## config.mk

```make
export PLATFORM = sky130hd
export DESIGN_NAME = uart_tx_fifo_rd_flat
export DESIGN_NICKNAME = d
export VERILOG_FILES = /design/src/rtl/uart_tx_fifo_rd_if.sv /design/src/rtl/uart_tx_fifo_rd.sv /design/src/flat_wrapper.sv
export SDC_FILE = /design/constraint.sdc
export NUM_CORES = 1
export LEC_CHECK = 0
export ABC_AREA = 1
export ABC_CLOCK_PERIOD_IN_PS = 4350
export CORE_ASPECT_RATIO = 1.4
export CORE_MARGIN = 1.5
export CORE_UTILIZATION = 55
export CTS_CLUSTER_DIAMETER = 200
export DETAILED_ROUTE_END_ITERATION = 7
export PLACE_DENSITY = 0.82
export SYNTH_ARGS = -nofsm -noshare
export SYNTH_HDL_FRONTEND = slang
export SYNTH_SLANG_ARGS = --single-unit
export TNS_END_PERCENT = 20
```

## constraint.sdc

```tcl
create_clock -name clk -period 4.35 [get_ports clk]
set_input_delay 1.0875 -clock clk [delete_from_list [all_inputs] [get_ports clk]]
set_output_delay 1.0875 -clock clk [all_outputs]
set_load 0.01 [all_outputs]
```

## src/rtl/uart_tx_fifo_rd_if.sv

```systemverilog
// Read-side FIFO handshake and serial-line outputs of the UART1 transmitter.
// The master side is the transmitter: it issues FIFO reads and drives TXD.
// The slave side is the FIFO and system logic around it.
interface uart_tx_fifo_rd_if;
  logic       ena;
  logic       tx_fifo_empty;
  logic       tx_fifo_rden;
  logic [7:0] tx_fifo_rdata;
  logic       txd;
  logic       busy;
  logic       byte_done;

  modport master (
    input  ena, tx_fifo_empty, tx_fifo_rdata,
    output tx_fifo_rden, txd, busy, byte_done
  );

  modport slave (
    output ena, tx_fifo_empty, tx_fifo_rdata,
    input  tx_fifo_rden, txd, busy, byte_done
  );
endinterface

```

## src/rtl/uart_tx_fifo_rd.sv

```systemverilog
// UART1 transmit serialiser. Drains the tx FIFO one byte per frame (normal,
// non-show-ahead read) and sends start, 8 data bits LSB first, optional
// parity and 1 or 2 stop bits on TXD.
//
// state  | meaning
// -------+-----------------------------------------------------------------
// IDLE   | line idle high, waiting for ena and a non-empty FIFO
// READ   | one-cycle FIFO read strobe
// LATCH  | capture read data, precompute parity, arm the start bit
// START  | start bit (low) for one bit period
// DATA   | 8 data bits, LSB first, one bit period each
// PARITY | parity bit for one bit period (only when parity is enabled)
// STOP   | stop bit(s) high; byte_done on the final clock
module uart_tx_fifo_rd #(
  parameter int CLK_FREQ  = 50000000,
  parameter int BAUD      = 115200,
  parameter int PARITY    = 0,
  parameter int STOP_BITS = 1
) (
  input  logic               clk,
  input  logic               rst,
  uart_tx_fifo_rd_if.master  bus
);

  localparam int DIV = (CLK_FREQ + BAUD / 2) / BAUD;
  localparam int CW  = (DIV > 1) ? $clog2(DIV) : 1;
  localparam logic [CW-1:0] CNT_LAST  = CW'(DIV - 1);
  localparam logic [2:0]    STOP_LAST = 3'(STOP_BITS - 1);

  localparam logic [2:0] S_IDLE   = 3'd0;
  localparam logic [2:0] S_READ   = 3'd1;
  localparam logic [2:0] S_LATCH  = 3'd2;
  localparam logic [2:0] S_START  = 3'd3;
  localparam logic [2:0] S_DATA   = 3'd4;
  localparam logic [2:0] S_PARITY = 3'd5;
  localparam logic [2:0] S_STOP   = 3'd6;

  if (DIV < 2) begin : g_div_check
    $error("uart_tx_fifo_rd: CLK_FREQ/BAUD gives a bit period below 2 clocks");
  end
  if (PARITY < 0 || PARITY > 2) begin : g_parity_check
    $error("uart_tx_fifo_rd: PARITY must be 0, 1 or 2");
  end
  if (STOP_BITS < 1 || STOP_BITS > 2) begin : g_stop_check
    $error("uart_tx_fifo_rd: STOP_BITS must be 1 or 2");
  end

  logic [2:0]    state_q, state_d;
  logic [CW-1:0] cnt_q, cnt_d;
  logic [2:0]    bit_q, bit_d;
  logic [7:0]    shift_q, shift_d;
  logic          par_q, par_d;
  logic          txd_q, txd_d;
  logic          cnt_end;
  logic          more_data;

  assign cnt_end   = (cnt_q == CNT_LAST);
  assign more_data = bus.ena && !bus.tx_fifo_empty;

  // Next-state, bit timing and registered TXD value.
  // bit_q doubles as the stop-bit index while in STOP.
  always_comb begin
    state_d = state_q;
    cnt_d   = cnt_q;
    bit_d   = bit_q;
    shift_d = shift_q;
    par_d   = par_q;
    txd_d   = txd_q;
    case (state_q)
      S_IDLE: begin
        txd_d = 1'b1;
        if (more_data) state_d = S_READ;
      end
      S_READ: begin
        txd_d   = 1'b1;
        state_d = S_LATCH;
      end
      S_LATCH: begin
        shift_d = bus.tx_fifo_rdata;
        par_d   = (PARITY == 1) ? ~^bus.tx_fifo_rdata : ^bus.tx_fifo_rdata;
        cnt_d   = '0;
        bit_d   = '0;
        txd_d   = 1'b0;
        state_d = S_START;
      end
      S_START: begin
        if (cnt_end) begin
          cnt_d   = '0;
          txd_d   = shift_q[0];
          shift_d = {1'b0, shift_q[7:1]};
          state_d = S_DATA;
        end else begin
          cnt_d = cnt_q + 1'b1;
        end
      end
      S_DATA: begin
        if (cnt_end) begin
          cnt_d = '0;
          if (bit_q == 3'd7) begin
            bit_d = '0;
            if (PARITY != 0) begin
              txd_d   = par_q;
              state_d = S_PARITY;
            end else begin
              txd_d   = 1'b1;
              state_d = S_STOP;
            end
          end else begin
            bit_d   = bit_q + 3'd1;
            txd_d   = shift_q[0];
            shift_d = {1'b0, shift_q[7:1]};
          end
        end else begin
          cnt_d = cnt_q + 1'b1;
        end
      end
      S_PARITY: begin
        if (cnt_end) begin
          cnt_d   = '0;
          txd_d   = 1'b1;
          state_d = S_STOP;
        end else begin
          cnt_d = cnt_q + 1'b1;
        end
      end
      S_STOP: begin
        txd_d = 1'b1;
        if (cnt_end) begin
          cnt_d = '0;
          if (bit_q == STOP_LAST) begin
            bit_d   = '0;
            state_d = more_data ? S_READ : S_IDLE;
          end else begin
            bit_d = bit_q + 3'd1;
          end
        end else begin
          cnt_d = cnt_q + 1'b1;
        end
      end
      default: begin
        txd_d   = 1'b1;
        state_d = S_IDLE;
      end
    endcase
  end

  // State and datapath registers; an in-flight byte is dropped on reset.
  always_ff @(posedge clk or negedge rst) begin
    if (!rst) begin
      state_q <= S_IDLE;
      cnt_q   <= '0;
      bit_q   <= '0;
      shift_q <= '0;
      par_q   <= 1'b0;
      txd_q   <= 1'b1;
    end else begin
      state_q <= state_d;
      cnt_q   <= cnt_d;
      bit_q   <= bit_d;
      shift_q <= shift_d;
      par_q   <= par_d;
      txd_q   <= txd_d;
    end
  end

  assign bus.tx_fifo_rden = (state_q == S_READ);
  assign bus.txd          = txd_q;
  assign bus.busy         = (state_q != S_IDLE);
  assign bus.byte_done    = (state_q == S_STOP) && cnt_end && (bit_q == STOP_LAST);

endmodule

```

## src/flat_wrapper.sv

```systemverilog
// flat-port wrapper written by rule: the top's interface ports become plain ports
module uart_tx_fifo_rd_flat 
#(
  parameter int CLK_FREQ  = 50000000,
  parameter int BAUD      = 115200,
  parameter int PARITY    = 0,
  parameter int STOP_BITS = 1
)
  (clk, rst, bus_ena, bus_tx_fifo_empty, bus_tx_fifo_rdata, bus_tx_fifo_rden, bus_txd, bus_busy, bus_byte_done);
  uart_tx_fifo_rd_if bus_i ();
  input  logic clk;
  input  logic rst;
  input wire logic [$bits(bus_i.ena)-1:0] bus_ena;
  input wire logic [$bits(bus_i.tx_fifo_empty)-1:0] bus_tx_fifo_empty;
  input wire logic [$bits(bus_i.tx_fifo_rdata)-1:0] bus_tx_fifo_rdata;
  output wire logic [$bits(bus_i.tx_fifo_rden)-1:0] bus_tx_fifo_rden;
  output wire logic [$bits(bus_i.txd)-1:0] bus_txd;
  output wire logic [$bits(bus_i.busy)-1:0] bus_busy;
  output wire logic [$bits(bus_i.byte_done)-1:0] bus_byte_done;
  assign bus_i.ena = bus_ena;
  assign bus_i.tx_fifo_empty = bus_tx_fifo_empty;
  assign bus_i.tx_fifo_rdata = bus_tx_fifo_rdata;
  assign bus_tx_fifo_rden = bus_i.tx_fifo_rden;
  assign bus_txd = bus_i.txd;
  assign bus_busy = bus_i.busy;
  assign bus_byte_done = bus_i.byte_done;
  uart_tx_fifo_rd #(.CLK_FREQ(CLK_FREQ), .BAUD(BAUD), .PARITY(PARITY), .STOP_BITS(STOP_BITS)) u_core (.clk(clk), .rst(rst), .bus(bus_i));
endmodule
```

==> flow_summary_export.csv, run 1 <==
group,metric,value,unit
global_routing,antenna_found_initial,0,
worst_setup_path,critPathLaunch,"u_core.state_q[2]",
drt,wl_per_cell,11.8,um
timing,rsz0062_at_grt,"no",
cts,cts-htree-levels,1,
cts,cts_hold_buf,0,
floorplanning,die-area,3330,um^2
yosys,synth-simple-area-share,42.0,%
yosys,synthesis.area,1640,um^2
yosys,avgSynthCellArea,7.27,um^2
timing,skew,0.00196,ns
worst_setup_path,worstSetupEndpointType,"output pin",
yosys,synth-compound-area-share,7.54,%
yosys,ys_types,28,
layout,layout_common_cells,"nand2_1 (92), dfrtp_1 (23), nand3_1 (22)",
floorplanning,rows,23,
timing,relSlewSlack,23.9,%
layout,drive_gt1_share,11.3,%
worst_setup_path,crit_fanout,13,
timing,fmax,309,MHz
worst_setup_path,r2r_setup_slack,2.59,ns
drt,num_vias,1406,
timing,period_needed,3.24,ns
timing,drv_slew,0,
cts,tritoncts,"done",
power_and_ir_drop,p_leak,0.975,nW
placed_design,portBuffers,15,
cts,numCtsBuffers,3,
global_routing,grt_pass1_vias,1360,
yosys,synthAdderAreaFrac,3.81,%
floorplanning,die_y,67.7,um
cts,cts_num_sinks,24,
drt,ant_nets,0,
yosys,ys_seq_area_share,36.6,%
layout,fin_nets,257,
worst_hold_path,hold_depth,2,
timing,setup_tns,0,ns
global_routing,grt_usage,21.9,%
layout,fillCellCount,238,
yosys,synth_xor_area_share,2.13,%
worst_setup_path,timing.reg2reg.worst_path_depth,7,
power_and_ir_drop,ir_drop,0.217,mV
worst_setup_path,cp.required,3.26,ns
floorplanning,initial_utilization,57.7,%
floorplanning,core-area,2850,um^2
global_routing,grt_max_degree,25,
cts,clk_path_buf_depth,2,
placed_design,dpl_worst_slack,1.42,ns
worst_setup_path,critPathKind,"register to output pin",
cts,root_buffer,"clkbuf_8",
timing,finalCritPeriodShare,74.4,%
drt,drc_errors,0,
timing,fin_ws,1.11,ns
floorplanning,ios,16,
timing,setup_viol,0,
drt,wirelength,3.27,mm
global_routing,overflow,0,
drt,dr.pass1.iters,4,
yosys,synth-seq-cells,24,
worst_setup_path,timing.rr.start,"u_core.state_q[2]",
cts,insertion_delay,0.27,ns
cts,clkTransAtPathRegs,0.09,ns
run_status,outcome,"completed",
timing,hold_viol_final,0,
global_routing,grt_pass1_wl,5.61,mm
drt,viasPerCell,5.09,
worst_setup_path,rr_endpoint,"u_core.state_q[2]",
layout,num_antenna_cells,0,
power_and_ir_drop,power.density,239,nW/um^2
yosys,yosys_warnings,0,
worst_hold_path,hold_start,"u_core.shift_q[7]",
layout,area_growth,13.5,%
placed_design,place_hpwl,2.44,mm
cts,cts-resized-gates,0,
worst_hold_path,hold_path.class,"register to register",
layout,mostFrequentLayoutCell,"nand2_1",
worst_setup_path,cp_data_arrival_time,2.15,ns
yosys,synth_cells,226,
worst_hold_path,hold-path-endpoint,"u_core.shift_q[7]",
timing,worst_pin_slew,1.14,ns
yosys,synth_top_family_by_area,"simple AND/OR/NAND/NOR gates",
yosys,synth_mux_area_share,0,%
placed_design,gp_congestion,0.915,
worst_setup_path,start_kind,"register",
floorplanning,die_w,49.2,um
flow_run,maxCapViolCount,0,
drt,first_iter_violations,55,
yosys,synth_nets,243,
cts,cts_setup_buffers,0,
per-layer routing:
layer | track usage, % | wire, um | share of wire (%) | vias up
li1 | - | - | - | 743
met1 | 24.4 | 1420 | 43 | 628
met2 | 42.6 | 1690 | 52 | 29
met3 | 1.99 | 101 | 3.1 | 6
met4 | 8.57 | 61 | 1.9 | 0
met5 | 0 | 0 | 0 | -
cells in the mapped netlist:
cell / count / area, um^2
a21boi_0: 1 / 7.51
a21oi_1: 2 / 10.0
buf_12: 1 / 20.0
buf_4: 2 / 15.0
clkbuf_1: 3 / 11.3
dfrtp_1: 23 / 576
dfstp_2: 1 / 26.3
ha_1: 5 / 62.6
inv_1: 20 / 75.1
inv_2: 2 / 7.51
nand2_1: 92 / 345
nand2_2: 1 / 6.26
nand2_4: 5 / 56.3
nand3_1: 22 / 110
nand3_2: 1 / 10.0
nand3_4: 1 / 17.5
nand3b_1: 2 / 15.0
nand4_1: 4 / 25.0
nor2_1: 15 / 56.3
nor2_2: 2 / 12.5
nor2_4: 1 / 11.3
nor3_1: 5 / 25.0
o211ai_1: 1 / 7.51
o21ai_0: 1 / 5.00
o21ai_2: 7 / 61.3
o21ai_4: 2 / 32.5
xnor2_1: 2 / 17.5
xor2_1: 2 / 17.5
cell families after synthesis:
logic type,count (synthesis)
DFF,24
adders and majority gates,5
and+or+nand+nor,151
xor gates and xnor gates,4
buffers and inverters,28
AOI/OAI and AO/OA,14
worst max-delay path: stages (launching register included):
cell,delay [ns]
dfrtp_1,0.64
inv_2,0.13
nor2_1,0.17
nand3_1,0.20
nor3_1,0.18
clkdlybuf4s50_1,0.56
worst max-delay path by stage:
stage	endpoint	cells after the start
after floorplan	bus_byte_done	6
final	bus_byte_done	5
after CTS	bus_byte_done	5
after detailed placement	bus_byte_done	5
after global routing	bus_byte_done	5
after global placement	bus_byte_done	5
stage by stage:
step / area [um^2] / utilization [%] / total power [mW] / instances / hold WS, ns
3_5_place_dp: 1790 / 62.9 / 0.254 / 272 / 0.463
5_1_grt: 1860 / 65.4 / 0.459 / 276 / 0.501
2_1_floorplan: 1640 / - / 0.239 / 226 / 0.442
4_1_cts: 1860 / 65.4 / 0.448 / 276 / 0.485
6_report: 1860 / 65.4 / 0.446 / 276 / 0.482
3_3_place_gp: 1790 / 62.9 / 0.254 / 272 / 0.462
power breakdown:
part	total (mW)	switching, mW	internal (mW)	leakage [nW]
Sequential	0.229	0.00182	0.227	0.279
Combinational	0.0213	0.00946	0.0118	0.660
Clock	0.196	0.0729	0.123	0.0357
Total	0.446	0.0842	0.362	0.975
state kept, by name, indices dropped and copies added (netlist names):
name,count
u_core.bit_q,3
u_core.bus.txd,1
u_core.shift_q,8
u_core.cnt_q,9
u_core.state_q,3
final cells by class:
type | count | area, um^2 | area share [%]
Multi-Input combinational cell | 174 | 912 | 48.9
Inverter | 22 | 82.6 | 4.43
Sequential cell | 24 | 602 | 32.3
Clock inverter | 1 | 30.0 | 1.61
Tap cell | 37 | 46.3 | 2.48
Clock buffer | 3 | 41.3 | 2.21
Timing Repair Buffer | 15 | 150 | 8.05
Power figures use the tool's default switching activity.
==> inputs of run 2 (changes only) <==
--- a/config.mk
+++ b/config.mk
@@ -6,7 +6,7 @@
 export NUM_CORES = 1
 export LEC_CHECK = 0
 export ABC_AREA = 1
-export ABC_CLOCK_PERIOD_IN_PS = 4350
+export ABC_CLOCK_PERIOD_IN_PS = 3100
 export CORE_ASPECT_RATIO = 1.4
 export CORE_MARGIN = 1.5
 export CORE_UTILIZATION = 55
==> constraint.sdc (replaced) <==
create_clock -name clk -period 3.1 [get_ports clk]
set_input_delay 0.775 -clock clk [delete_from_list [all_inputs] [get_ports clk]]
set_output_delay 0.775 -clock clk [all_outputs]
set_load 0.01 [all_outputs]
==> flow_summary_export.csv, run 2 (synthesized netlist as in run 1, its figures left out) <==
group,metric,value,unit
worst_setup_path,critPathBufInv,3,
layout,layout_common_cells,"nand2_1 (92), dfrtp_1 (22), nand3_1 (21)",
worst_setup_path,cp_data_arrival_time,2.02,ns
placed_design,portBuffers,15,
layout,fin_nets,259,
floorplanning,ios,16,
worst_setup_path,crit_family,"buffers and inverters",
drt,wirelength,3.19,mm
global_routing,grt_usage,21.9,%
drt,wl_per_cell,11.5,um
floorplanning,initial_utilization,57.7,%
global_routing,grt_pass1_vias,1391,
layout,largest_register_ffs,9,
worst_setup_path,start_kind,"register",
floorplanning,die_w,49.2,um
flow_run,maxCapViolCount,0,
layout,num_antenna_cells,0,
timing,fin_ws,0.304,ns
worst_setup_path,max_stage_delay,0.56,ns
cts,root_buffer,"clkbuf_8",
cts,clkTransAtPathRegs,0.08,ns
timing,hold_viol_final,0,
cts,insertion_delay,0.26,ns
worst_hold_path,hold_start,"u_core.shift_q[7]",
timing,drv_slew,0,
worst_setup_path,r2r_setup_slack,1.41,ns
worst_hold_path,hold_depth,2,
placed_design,gp_congestion,0.871,
placed_design,place_hpwl,2.38,mm
drt,ant_nets,0,
timing,fmax,358,MHz
layout,area_growth,15.1,%
layout,drive_gt1_share,13.3,%
worst_setup_path,cp_slowest_cell,"clkdlybuf4s50_1",
layout,fillCellCount,241,
global_routing,grt_max_degree,25,
worst_setup_path,cp.required,2.32,ns
drt,viasPerCell,5.07,
drt,first_iter_violations,38,
timing,finalCritPeriodShare,90.2,%
floorplanning,die_y,67.7,um
timing,worst_pin_slew,0.414,ns
worst_setup_path,rr_endpoint,"u_core.shift_q[4]",
drt,dr.pass1.iters,4,
cts,numCtsBuffers,3,
cts,cts_setup_buffers,0,
global_routing,antenna_found_initial,0,
power_and_ir_drop,ir_drop,0.306,mV
layout,register_area,603,um^2
floorplanning,rows,23,
worst_setup_path,crit_fanout,5,
floorplanning,core-area,2850,um^2
timing,skew,0.00352,ns
layout,mostFrequentLayoutCell,"nand2_1",
layout,top_regs,"u_core.cnt_q (9), u_core.shift_q (8)",
worst_hold_path,hold-path-endpoint,"u_core.shift_q[7]",
layout,multi_input_area,922,um^2
run_status,outcome,"completed",
worst_setup_path,timing.rr.start,"u_core.bit_q[0]",
global_routing,grt_pass1_wl,5.62,mm
power_and_ir_drop,power.density,329,nW/um^2
drt,drc_errors,0,
worst_setup_path,worstSetupEndpointType,"output pin",
timing,hold_ws,0.482,ns
cts,clk_path_buf_depth,2,
worst_setup_path,path_cells,"inv_1 > ha_1 > inv_1 > nor3_2 > nand3_2 > nor3_1 > clkdlybuf4s50_1",
power_and_ir_drop,p_leak,0.985,nW
timing,setup_viol,0,
worst_setup_path,timing.reg2reg.worst_path_depth,7,
placed_design,dpl_worst_slack,0.499,ns
cts,tritoncts,"done",
power_and_ir_drop,power.total,0.623,mW
floorplanning,die-area,3330,um^2
global_routing,overflow,0,
timing,rsz0062_at_grt,"no",
timing,relSlewSlack,72.3,%
worst_setup_path,critPathMostFrequentCell,"inv_1",
timing,period_needed,2.80,ns
layout,regMostFlops,"u_core.cnt_q",
worst_setup_path,critPathKind,"register to output pin",
drt,num_vias,1409,
cts,cts-htree-levels,1,
timing,setup_tns,0,ns
cts,cts_num_sinks,24,
worst_hold_path,hold_path.class,"register to register",
-- run 2: changes by cell type in the layout (fill, tap and decap cells not counted) --
cell	previous run	this run
nand3_1	22	21
dfrtp_1	23	22
nor3_2	0	1
nor3_1	5	4
buf_4	0	2
nand3_2	1	2
dfrtp_2	0	1
-- run 2: where the power goes --
part / switching, mW / internal (mW) / leakage (nW)
registers: 0.00282 / 0.318 / 0.279
clock network: 0.0991 / 0.173 / 0.0357
logic: 0.0129 / 0.0173 / 0.671
total: 0.115 / 0.508 / 0.985
-- run 2: metrics by stage --
stage | cells | util (%) | area (um^2)
floorplan | 226 | - | 1640
global placement | 274 | 63.5 | 1810
detailed placement | 274 | 63.5 | 1810
CTS | 278 | 66.0 | 1880
global route | 278 | 66.4 | 1890
finish | 278 | 66.4 | 1890
-- run 2: what timing repair did --
action	CTS	global route
endpoints found under the setup margin	0	1
resized for setup	0	3
hold buffers	0	0
-- run 2: area by class of cell --
cell class,instances,share of cell area (%)
Timing Repair Buffer,17,8.74
Multi-Input combinational cell,174,48.8
Clock inverter,1,1.59
Inverter,22,4.37
Tap cell,37,2.45
Clock buffer,3,2.18
Sequential cell,24,31.9
-- run 2: how the worst max path moves through the flow --
| stage | from | to | cells after the start |
|---|---|---|---|
| 5_1_grt | u_core.cnt_q[1] | bus_byte_done | 7 |
| 3_5_place_dp | u_core.cnt_q[0] | bus_byte_done | 6 |
| 3_3_place_gp | u_core.cnt_q[0] | bus_byte_done | 6 |
| 2_1_floorplan | u_core.cnt_q[1] | bus_byte_done | 6 |
| 6_report | u_core.cnt_q[1] | bus_byte_done | 7 |
| 4_1_cts | u_core.cnt_q[0] | bus_byte_done | 6 |
-- run 2: worst min-delay path, cell delays in order (launching register included) --
cell and delay (ns):
dfrtp_1 0.35, nand2_1 0.05, nand2_1 0.05
-- run 2: layer usage --
| layer | track usage (%) | up-vias | share of wire, % |
|---|---|---|---|
| li1 | - | 740 | - |
| met1 | 22.8 | 649 | 41 |
| met2 | 43.1 | 14 | 55 |
| met3 | 2.88 | 6 | 1.9 |
| met4 | 10.4 | 0 | 2.0 |
| met5 | 0 | - | 0 |
==> inputs of run 3 (changes only) <==
--- a/config.mk
+++ b/config.mk
@@ -8,7 +8,7 @@
 export ABC_AREA = 1
 export ABC_CLOCK_PERIOD_IN_PS = 3100
 export CORE_ASPECT_RATIO = 1.4
-export CORE_MARGIN = 1.5
+export CORE_MARGIN = 5
 export CORE_UTILIZATION = 55
 export CTS_CLUSTER_DIAMETER = 200
 export DETAILED_ROUTE_END_ITERATION = 7
==> flow_summary_export.csv, run 3 (synthesized netlist as in run 1, its figures left out) <==
group,metric,value,unit
run_status,outcome,"completed",
layout,multi_input_area,912,um^2
drt,wirelength,3.26,mm
global_routing,grt_pass1_vias,1370,
floorplanning,initial_utilization,57.1,%
placed_design,place_hpwl,2.50,mm
cts,cts_setup_buffers,0,
drt,viasPerCell,5.17,
floorplanning,rows,23,
timing,skew,0.00534,ns
layout,num_antenna_cells,0,
worst_setup_path,cp_data_arrival_time,2.08,ns
layout,mostFrequentLayoutCell,"nand2_1",
floorplanning,die_w,56.2,um
drt,dr.pass1.iters,4,
power_and_ir_drop,clockPowerShare,37.9,%
power_and_ir_drop,p_comb_share,5.4,%
placed_design,dpl_worst_slack,0.532,ns
layout,regMostFlops,"u_core.cnt_q",
timing,setup_tns,0,ns
timing,hold_ws,0.475,ns
worst_setup_path,crit_fanout,5,
timing,relSlewSlack,63.6,%
timing,setup_viol,0,
cts,cts_num_sinks,24,
layout,drive_gt1_share,12.0,%
cts,cts-resized-gates,0,
timing,finalCritPeriodShare,91.9,%
layout,fillCellCount,261,
worst_setup_path,cp.required,2.32,ns
global_routing,grt_pass1_wl,5.83,mm
cts,insertion_delay,0.27,ns
timing,rsz0062_at_grt,"no",
cts,clkTransAtPathRegs,0.08,ns
power_and_ir_drop,internal_power,0.449,mW
drt,num_vias,1438,
cts,cts-htree-levels,1,
timing,fin_ws,0.250,ns
timing,worst_pin_slew,0.544,ns
power_and_ir_drop,switching_share,20.6,%
global_routing,grt_usage,17.6,%
worst_setup_path,start_kind,"register",
cts,tritoncts,"done",
timing,hold_viol_final,0,
power_and_ir_drop,ir_drop,0.245,mV
power_and_ir_drop,p_leak,0.979,nW
global_routing,antenna_found_initial,0,
floorplanning,core-area,2880,um^2
drt,wl_per_cell,11.7,um
global_routing,grt_max_degree,14,
floorplanning,die_y,74.7,um
layout,area_growth,13.4,%
drt,first_iter_violations,42,
power_and_ir_drop,power.density,304,nW/um^2
global_routing,overflow,0,
placed_design,portBuffers,15,
drt,drc_errors,0,
floorplanning,ios,16,
cts,cts_hold_buf,0,
cts,numCtsBuffers,3,
timing,drv_slew,0,
worst_setup_path,worstSetupEndpointType,"output pin",
timing,period_needed,2.85,ns
power_and_ir_drop,seqPwrFrac,56.7,%
worst_hold_path,hold_path.class,"register to register",
power_and_ir_drop,power_switching,0.117,mW
power_and_ir_drop,power.total,0.566,mW
layout,largest_register_ffs,9,
cts,root_buffer,"clkbuf_8",
layout,top_regs,"u_core.cnt_q (9), u_core.shift_q (8)",
placed_design,gp_congestion,0.847,
floorplanning,die-area,4200,um^2
layout,register_area,602,um^2
timing,fmax,351,MHz
layout,layout_common_cells,"nand2_1 (92), dfrtp_1 (23), nand3_1 (22)",
cts,clk_path_buf_depth,2,
layout,fin_nets,259,
worst_setup_path,critPathKind,"register to output pin",
flow_run,maxCapViolCount,0,
drt,ant_nets,0,
[run 3: changes by cell type in the layout (fill, tap and decap cells not counted), sizes merged]
cell / change
bufinv: -1
clkbuf: +1
[run 3: power groups by stage]
stage	sequential, mW	clock [mW]	combinational, mW
after floorplan	0.326	0	0.00885
after global placement	0.327	0	0.0306
after detailed placement	0.327	0	0.0311
after CTS	0.321	0.221	0.0313
after global routing	0.322	0.230	0.0352
final	0.321	0.214	0.0306
[run 3: worst paths after layout]
path                                         from                 to  slack [ns]  depth (start not counted)
worst max-delay path              u_core.cnt_q[1]      bus_byte_done        0.25                          7
worst min-delay path            u_core.shift_q[7]  u_core.shift_q[7]        0.48                          2
worst max register to register    u_core.bit_q[0]  u_core.shift_q[6]        1.41                          7
worst min register to register  u_core.shift_q[7]  u_core.shift_q[7]        0.48                          2
max in group asynchronous                     rst    u_core.cnt_q[0]        1.66                          2
min in group asynchronous                     rst  u_core.shift_q[2]        0.85                          1
[run 3: layout make-up]
| class | count | share of cell area (%) |
|---|---|---|
| repair buffers | 17 | 8.86 |
| clock buffers | 4 | 2.95 |
| flip-flops and latches | 24 | 32.3 |
| multi-input cells | 174 | 49.0 |
| inverters | 22 | 4.43 |
| well taps | 37 | 2.48 |
[run 3: per-layer routing]
metal  part of all wire [%]  global-route usage, %  wire length [um]
met2                     52                   31.9              1700
met3                    1.9                   2.57                63
met4                    2.1                   7.65                67
met5                      0                      0                 0
met1                     44                   20.8              1430
[run 3: critical path: stages (launching register included)]
cell             delay (ns)
dfrtp_1                0.43
inv_1                  0.07
ha_1                   0.13
inv_1                  0.05
nor3_1                 0.18
nand3_1                0.19
nor3_1                 0.19
clkdlybuf4s50_1        0.56
[run 3: metrics by stage]
| step | utilization, % | cells | cell area, um^2 |
|---|---|---|---|
| after global placement | 62.8 | 274 | 1810 |
| after CTS | 64.7 | 278 | 1860 |
| after floorplan | - | 226 | 1640 |
| final | 64.7 | 278 | 1860 |
| after global routing | 64.7 | 278 | 1860 |
| after detailed placement | 62.8 | 274 | 1810 |
